--- config.mk ---
export PLATFORM = sky130hd
export DESIGN_NAME = pc_redirect_unit
export DESIGN_NICKNAME = d
export VERILOG_FILES = /design/src/rtl/pipe_pkg.sv /design/src/rtl/pc_target_calc.sv /design/src/rtl/pc_redirect_unit.sv
export SDC_FILE = /design/constraint.sdc
export NUM_CORES = 1
export LEC_CHECK = 0
export BUFFER_PORTS_ARGS = -buffer_cell sky130_fd_sc_hd__buf_4
export CAP_MARGIN = 40
export CORE_UTILIZATION = 48
export CTS_BUF_LIST = sky130_fd_sc_hd__clkbuf_16
export DETAILED_ROUTE_END_ITERATION = 16
export PLACE_DENSITY_LB_ADDON = 0.1
export REMOVE_ABC_BUFFERS = 1
export SLEW_MARGIN = 30
export SYNTH_ARGS = -nofsm -noshare
export SYNTH_HDL_FRONTEND = slang
export SYNTH_SLANG_ARGS = --single-unit
--- constraint.sdc ---
create_clock -name clk -period 2.55 [get_ports clk]
set_input_delay 0.6375 -clock clk [delete_from_list [all_inputs] [get_ports clk]]
set_output_delay 0.6375 -clock clk [all_outputs]
set_load 0.01 [all_outputs]
--- src/rtl/pipe_pkg.sv ---
// Shared pipeline definitions for the fetch-side redirect logic.
//   XLEN / RESET_PC : default datapath width and PC reset value
//   word_t          : one datapath word
//   redir_state_t   : redirect FSM states (RUN, SQUASH)
package pipe_pkg;
  localparam int              XLEN     = 32;
  localparam logic [XLEN-1:0] RESET_PC = '0;

  typedef logic [XLEN-1:0] word_t;

  typedef enum logic {
    RUN    = 1'b0,
    SQUASH = 1'b1
  } redir_state_t;
endpackage

--- src/rtl/pc_target_calc.sv ---
// Branch/jump target calculator (purely combinational).
//   base_i     : PC of the EX instruction, or rs1 for JALR
//   offset_i   : sign-extended immediate
//   target_o   : (base_i + offset_i) mod 2^XLEN with bit0 cleared
//   misalign_o : bit1 of the target (not 4-byte aligned)
module pc_target_calc #(
  parameter int XLEN = 32
) (
  input  logic [XLEN-1:0] base_i,
  input  logic [XLEN-1:0] offset_i,
  output logic [XLEN-1:0] target_o,
  output logic            misalign_o
);
  logic [XLEN-1:0] sum;

  assign sum = base_i + offset_i;
  // The JALR bit0 clear is applied to every target so branch and jump share one path.
  assign target_o   = {sum[XLEN-1:1], 1'b0};
  assign misalign_o = sum[1];
endmodule

--- src/rtl/pc_redirect_unit.sv ---
// Program counter owner and fetch redirect controller.
// Takes the EX-stage branch/jump decision, steers fetch to the computed target,
// squashes wrong-path instructions and holds the PC on hazard stalls.
//   clk, reset_n    : clock, async active-low reset
//   stall_i         : hazard unit freezes the PC
//   branch_valid_i  : EX holds a conditional branch; branch_taken_i is its result
//   jump_valid_i    : EX holds JAL/JALR
//   base_pc_i       : EX PC (JAL/branch) or rs1 (JALR); offset_i : immediate
//   pc_o, pc_plus4_o: current fetch address and its successor
//   redirect_o      : redirect accepted this cycle (combinational)
//   flush_ifid_o    : kill IF/ID at next edge; flush_idex_o : kill ID/EX at next edge
//   misalign_o      : one-cycle pulse after a redirect to a target with bit1 set
//   redirect_cnt_o  : saturating count of accepted redirects
module pc_redirect_unit #(
  parameter int              XLEN          = pipe_pkg::XLEN,
  parameter logic [XLEN-1:0] RESET_PC      = pipe_pkg::RESET_PC,
  parameter int              SQUASH_CYCLES = 1,
  parameter int              CNT_W         = 16
) (
  input  logic             clk,
  input  logic             reset_n,
  input  logic             stall_i,
  input  logic             branch_valid_i,
  input  logic             branch_taken_i,
  input  logic             jump_valid_i,
  input  logic [XLEN-1:0]  base_pc_i,
  input  logic [XLEN-1:0]  offset_i,
  output logic [XLEN-1:0]  pc_o,
  output logic [XLEN-1:0]  pc_plus4_o,
  output logic             redirect_o,
  output logic             flush_ifid_o,
  output logic             flush_idex_o,
  output logic             misalign_o,
  output logic [CNT_W-1:0] redirect_cnt_o
);
  import pipe_pkg::*;

  // A zero-cycle squash still needs a legal 1-bit counter.
  localparam int SQ_W = (SQUASH_CYCLES > 0) ? $clog2(SQUASH_CYCLES + 1) : 1;

  redir_state_t    state, state_n;
  logic [SQ_W-1:0] sq_cnt, sq_cnt_n;
  logic [XLEN-1:0] pc_n, target;
  logic            tgt_mis;
  logic            take, redirect, fl_ifid, fl_idex;

  pc_target_calc #(.XLEN(XLEN)) u_tgt (
    .base_i     (base_pc_i),
    .offset_i   (offset_i),
    .target_o   (target),
    .misalign_o (tgt_mis)
  );

  // Jump and taken branch produce the same target, so priority needs no mux.
  assign take       = jump_valid_i | (branch_valid_i & branch_taken_i);
  assign pc_plus4_o = pc_o + XLEN'(4);

  always_comb begin
    state_n  = state;
    sq_cnt_n = sq_cnt;
    pc_n     = pc_o;
    redirect = 1'b0;
    fl_ifid  = 1'b0;
    fl_idex  = 1'b0;
    case (state)
      RUN: begin
        // A redirect wins over stall: whatever is stalled behind it is wrong-path.
        if (take) begin
          redirect = 1'b1;
          fl_ifid  = 1'b1;
          fl_idex  = 1'b1;
          pc_n     = target;
          if (SQUASH_CYCLES > 0) begin
            state_n  = SQUASH;
            sq_cnt_n = SQ_W'(SQUASH_CYCLES);
          end
        end else if (!stall_i) begin
          pc_n = pc_plus4_o;
        end
      end
      SQUASH: begin
        // EX contents here are bubbles or wrong-path, so branch/jump are ignored.
        fl_ifid = 1'b1;
        if (!stall_i) begin
          pc_n     = pc_plus4_o;
          sq_cnt_n = sq_cnt - SQ_W'(1);
          if (sq_cnt == SQ_W'(1)) state_n = RUN;
        end
      end
      default: state_n = RUN;
    endcase
  end

  // RUN-state outputs depend on live inputs, so gate them while reset is held.
  assign redirect_o   = redirect & reset_n;
  assign flush_ifid_o = fl_ifid  & reset_n;
  assign flush_idex_o = fl_idex  & reset_n;

  always_ff @(posedge clk or negedge reset_n) begin
    if (!reset_n) begin
      state          <= RUN;
      sq_cnt         <= '0;
      pc_o           <= RESET_PC;
      misalign_o     <= 1'b0;
      redirect_cnt_o <= '0;
    end else begin
      state      <= state_n;
      sq_cnt     <= sq_cnt_n;
      pc_o       <= pc_n;
      misalign_o <= redirect & tgt_mis;
      if (redirect && (redirect_cnt_o != {CNT_W{1'b1}}))
        redirect_cnt_o <= redirect_cnt_o + CNT_W'(1);
    end
  end
endmodule
==> run summary <==
- share of synthesized area occupied by flip-flops and latches: 25.28%
- Core Rows: 36
- unrepaired setup endpoints after global routing: yes
- cell type with the largest total area after synthesis: sky130_fd_sc_hd__dfrtp_1
- residual overflow from global routing: 0
- crit-path cells: ha_2 -> and3_4 -> nand3_4 -> or3_4 -> nor2_4 -> and3_4 -> buf_4 -> xor2_1 -> buf_4
- vias per inst: 5.629
- Async SR Flop Fraction: 100.0%
- Final Worst Setup Slack: -306.0 ps
- EDFF count, synth: 0
- Crit path buffers/inverters: 2
- start-to-end type of the worst setup path: flop to output port
- area growth from synthesis to final layout: 54.58%
- fraction of final layout cells with drive strength greater than 1: 41.39%
- residual DRC count: 0
- number of buffers added to fix hold violations after cts: 0
- worst setup path endpoint: pc_plus4_o[28]
- crit path max-delay cell type: sky130_fd_sc_hd__or3_4
- highest clock rate: 350.1 MHz
- first drt pass iteration count: 4
- required arrival time at the worst endpoint: 1910 ps
- R2R Path End: pc_o[29]
- setup slack on the worst flop-to-flop path: 270 ps
- clock tree root driver cell: sky130_fd_sc_hd__clkbuf_16
- Warnings, synthesis: 0
- number of buffer cells added on primary ports: 151
- final RePlAce weighted congestion: 0.9630
- Total Die Area: 10720 um^2
- via count of the first global-routing pass: 5382
- worst skew pair latency: 290 ps
- area share of the leading cell type in the synthesized netlist: 25.28%
- power density normalized to cell area: 762.7 nW/um^2
- dpl hpwl: 12.14 mm
- endpoint kind of the worst setup timing path: output port
- Primary FF master, synth: sky130_fd_sc_hd__dfrtp_1
- category of cells accounting for the largest share of critical-path delay: simple AND/OR/NAND/NOR gates
- TritonCTS clock tree: done
- max incr delay on CP: 370 ps
- ant diodes: 0
- vertical die dimension: 103.5 um
- post-route fraction of the period consumed by the critical path: 112.0%
- relative slew slack: 59.38%
- post-synthesis sequential element count: 50
- Tightest Pin Transition: 604.7 ps
- total via count after detailed routing: 5618
- clock skew after layout: 1.874 ps
- static leakage: 3.602 nW
- number of H-tree branching levels: 2
- count of final max-slew check failures: 0
- TritonCTS Buffers: 5
- Iteration-0 DRC Markers: 327
- worst vdd rail ir drop: 0.5295 mV
- Worst setup startpoint: pc_o[2]
- biggest area contributors in the synthesized netlist: sky130_fd_sc_hd__dfrtp_1, sky130_fd_sc_hd__ha_1, sky130_fd_sc_hd__xor2_1
- post-route total power: 0.005836 W
- number of instances in the synthesized netlist: 612
- clock input transition at the sequential cells of the worst setup and hold paths: 60 ps
- summed instance area of the synthesized netlist: 4950 um^2
- highest fanout seen on the critical path: 2
- overall track demand over capacity in global routing: 29.37%
- worst slack on hold paths: 195.1 ps
- Crit. path cell count: 9
- time the final worst path needs with I/O delays and setup: 2856 ps
- sinks on the clock net: 50
- number of endpoints with negative hold slack in the final report: 0
- RR Startpoint: pc_o[2]
- Starting Density: 50.18%
- mean instance size in the synthesized netlist: 8.088 um^2
- aggregate routed wire length: 15.86 mm
- antenna violations before repair: 0
- number of nets in the final layout: 967
- Final setup violation count: 20
- drt wl/cell: 15.89 um
- hold crit path type: input port to asynchronous set/reset pin
- Yosys cell types: 69
- standard cell core area: 9864 um^2
- die width: 103.5 um
- Boundary Pins: 154
- launching element type of the critical path: flop
- status: finished, violations left
- Critical Path AT: 2220 ps
- FF-to-FF path depth: 10
- first-pass GRT wire length: 25.79 mm
- failing checks: setup timing
- remaining number of nets flagged by the antenna check after routing: 0
- maximum number of pins on one net before global-route repair: 39
- clock buffer depth: 2
- Maximum Capacitance Violations: 0
- final-layout fill cell count: 692
-- cells in the final DEF (no fill, tap or decap), types with 6 or more instances in the layout --
master                     synthesis  final
sky130_fd_sc_hd__a211oi_1          9      8
sky130_fd_sc_hd__nand3_1          26     22
sky130_fd_sc_hd__buf_6             3     16
sky130_fd_sc_hd__nor2_1           50     38
sky130_fd_sc_hd__o21ai_0          35     28
sky130_fd_sc_hd__dfrtp_1          50     49
sky130_fd_sc_hd__or3_1             9      8
sky130_fd_sc_hd__nor2_2            0      9
sky130_fd_sc_hd__buf_4             6    256
sky130_fd_sc_hd__nand4_1          16     16
sky130_fd_sc_hd__and3_1           10      7
sky130_fd_sc_hd__and2_1            6      6
sky130_fd_sc_hd__nand2_1          63     61
sky130_fd_sc_hd__ha_4              0      9
sky130_fd_sc_hd__o21ai_1           1      6
sky130_fd_sc_hd__ha_1             32     22
sky130_fd_sc_hd__inv_1            14     13
sky130_fd_sc_hd__xor2_1           44     43
sky130_fd_sc_hd__nor3_1           22     21
sky130_fd_sc_hd__xnor2_1          43     39
sky130_fd_sc_hd__nor2b_1           9      8
sky130_fd_sc_hd__o31ai_1           8      6
sky130_fd_sc_hd__a21oi_1          39     36
sky130_fd_sc_hd__a21o_1           17     17
-- worst min path at each step --
stage / from / endpoint / slack [ps]
finish: reset_n / pc_o[2] / 200
detailed placement: sq_cnt / sq_cnt / 470
floorplan: reset_n / misalign_o / 340
CTS: reset_n / pc_o[1] / 200
global placement: sq_cnt / sq_cnt / 460
global route: reset_n / misalign_o / 210
-- metrics by stage --
stage                     cell area (um^2)  util (%)  std cells  setup slack [ps]  setup TNS [ps]
after floorplan                       4786         -        584            -312.7           -2196
after global placement                6942     70.37        980            -594.7           -5648
after detailed placement              6942     70.37        980            -583.5           -6161
after CTS                             7312     74.12        995            -289.1           -2871
after global routing                  7651     77.56        998            -363.8           -4923
final                                 7651     77.56        998            -306.0           -3681
-- layer usage --
metal	up-vias	wire length, um	track usage [%]
met2	220	7842	49.95
met4	0	287	9.524
met5	-	0	0
met3	26	902	3.524
met1	2664	6828	38.68
li1	2708	-	-
-- cell usage after synthesis (all sizes together), types with 14 or more instances --
library cell  number
a21o              17
a21oi             39
clkbuf            16
dfrtp             50
ha                32
inv               14
nand2             63
nand3             27
nand4             16
nor2              50
nor3              23
o21ai             36
xnor2             43
xor2              44
-- flip-flops by register name, indices dropped and copies added, names as in the netlist --
name and count:
state 1, redirect_cnt_o 16, pc_o 31, misalign_o 1
sq_cnt 1
-- what timing repair did --
| item | in CTS | in global routing |
|---|---|---|
| hold endpoints to repair | 0 | 0 |
| pin swaps | 11 | 32 |
| endpoints found under the setup margin | 28 | 35 |
| buffers inserted | 7 | 5 |
| resized for setup | 36 | 61 |
-- power by group --
group          total, W  internal (W)  switching, W
registers       0.00141       0.00109      0.000321
clock network  0.000756      0.000459      0.000297
logic           0.00367       0.00186       0.00181
-- worst reg2reg max path: cells and delay by family (launching register included) --
kind	cells	cell delay (ps)
and+or+nand+nor	5	1110
AOI/OAI and AO/OA	1	230
buffers and inverters	3	440
xor gates and xnor gates	1	80
DFF	1	360
-- layout make-up --
| cell class | count | area (um^2) | share of cell area [%] |
|---|---|---|---|
| repair buffers | 273 | 2122 | 27.74 |
| inverters | 14 | 52.55 | 0.6868 |
| flip-flops and latches | 50 | 1252 | 16.37 |
| multi-input cells | 520 | 3891 | 50.86 |
| clock inverters | 3 | 41.29 | 0.5397 |
| well taps | 133 | 166.4 | 2.175 |
| clock buffers | 5 | 125.1 | 1.635 |
-- kinds of logic after synthesis --
family          Yosys count  share of synthesized area [%]
simple gates            245                          25.63
compound gates          147                          19.44
xor+xnor                 87                          15.39
flops                    50                          25.28
buf+inv                  43                          4.449
fa+ha+maj                33                          8.493
mux                       6                          1.239
other cells               1                        0.07576
Power figures use the tool's default switching activity.
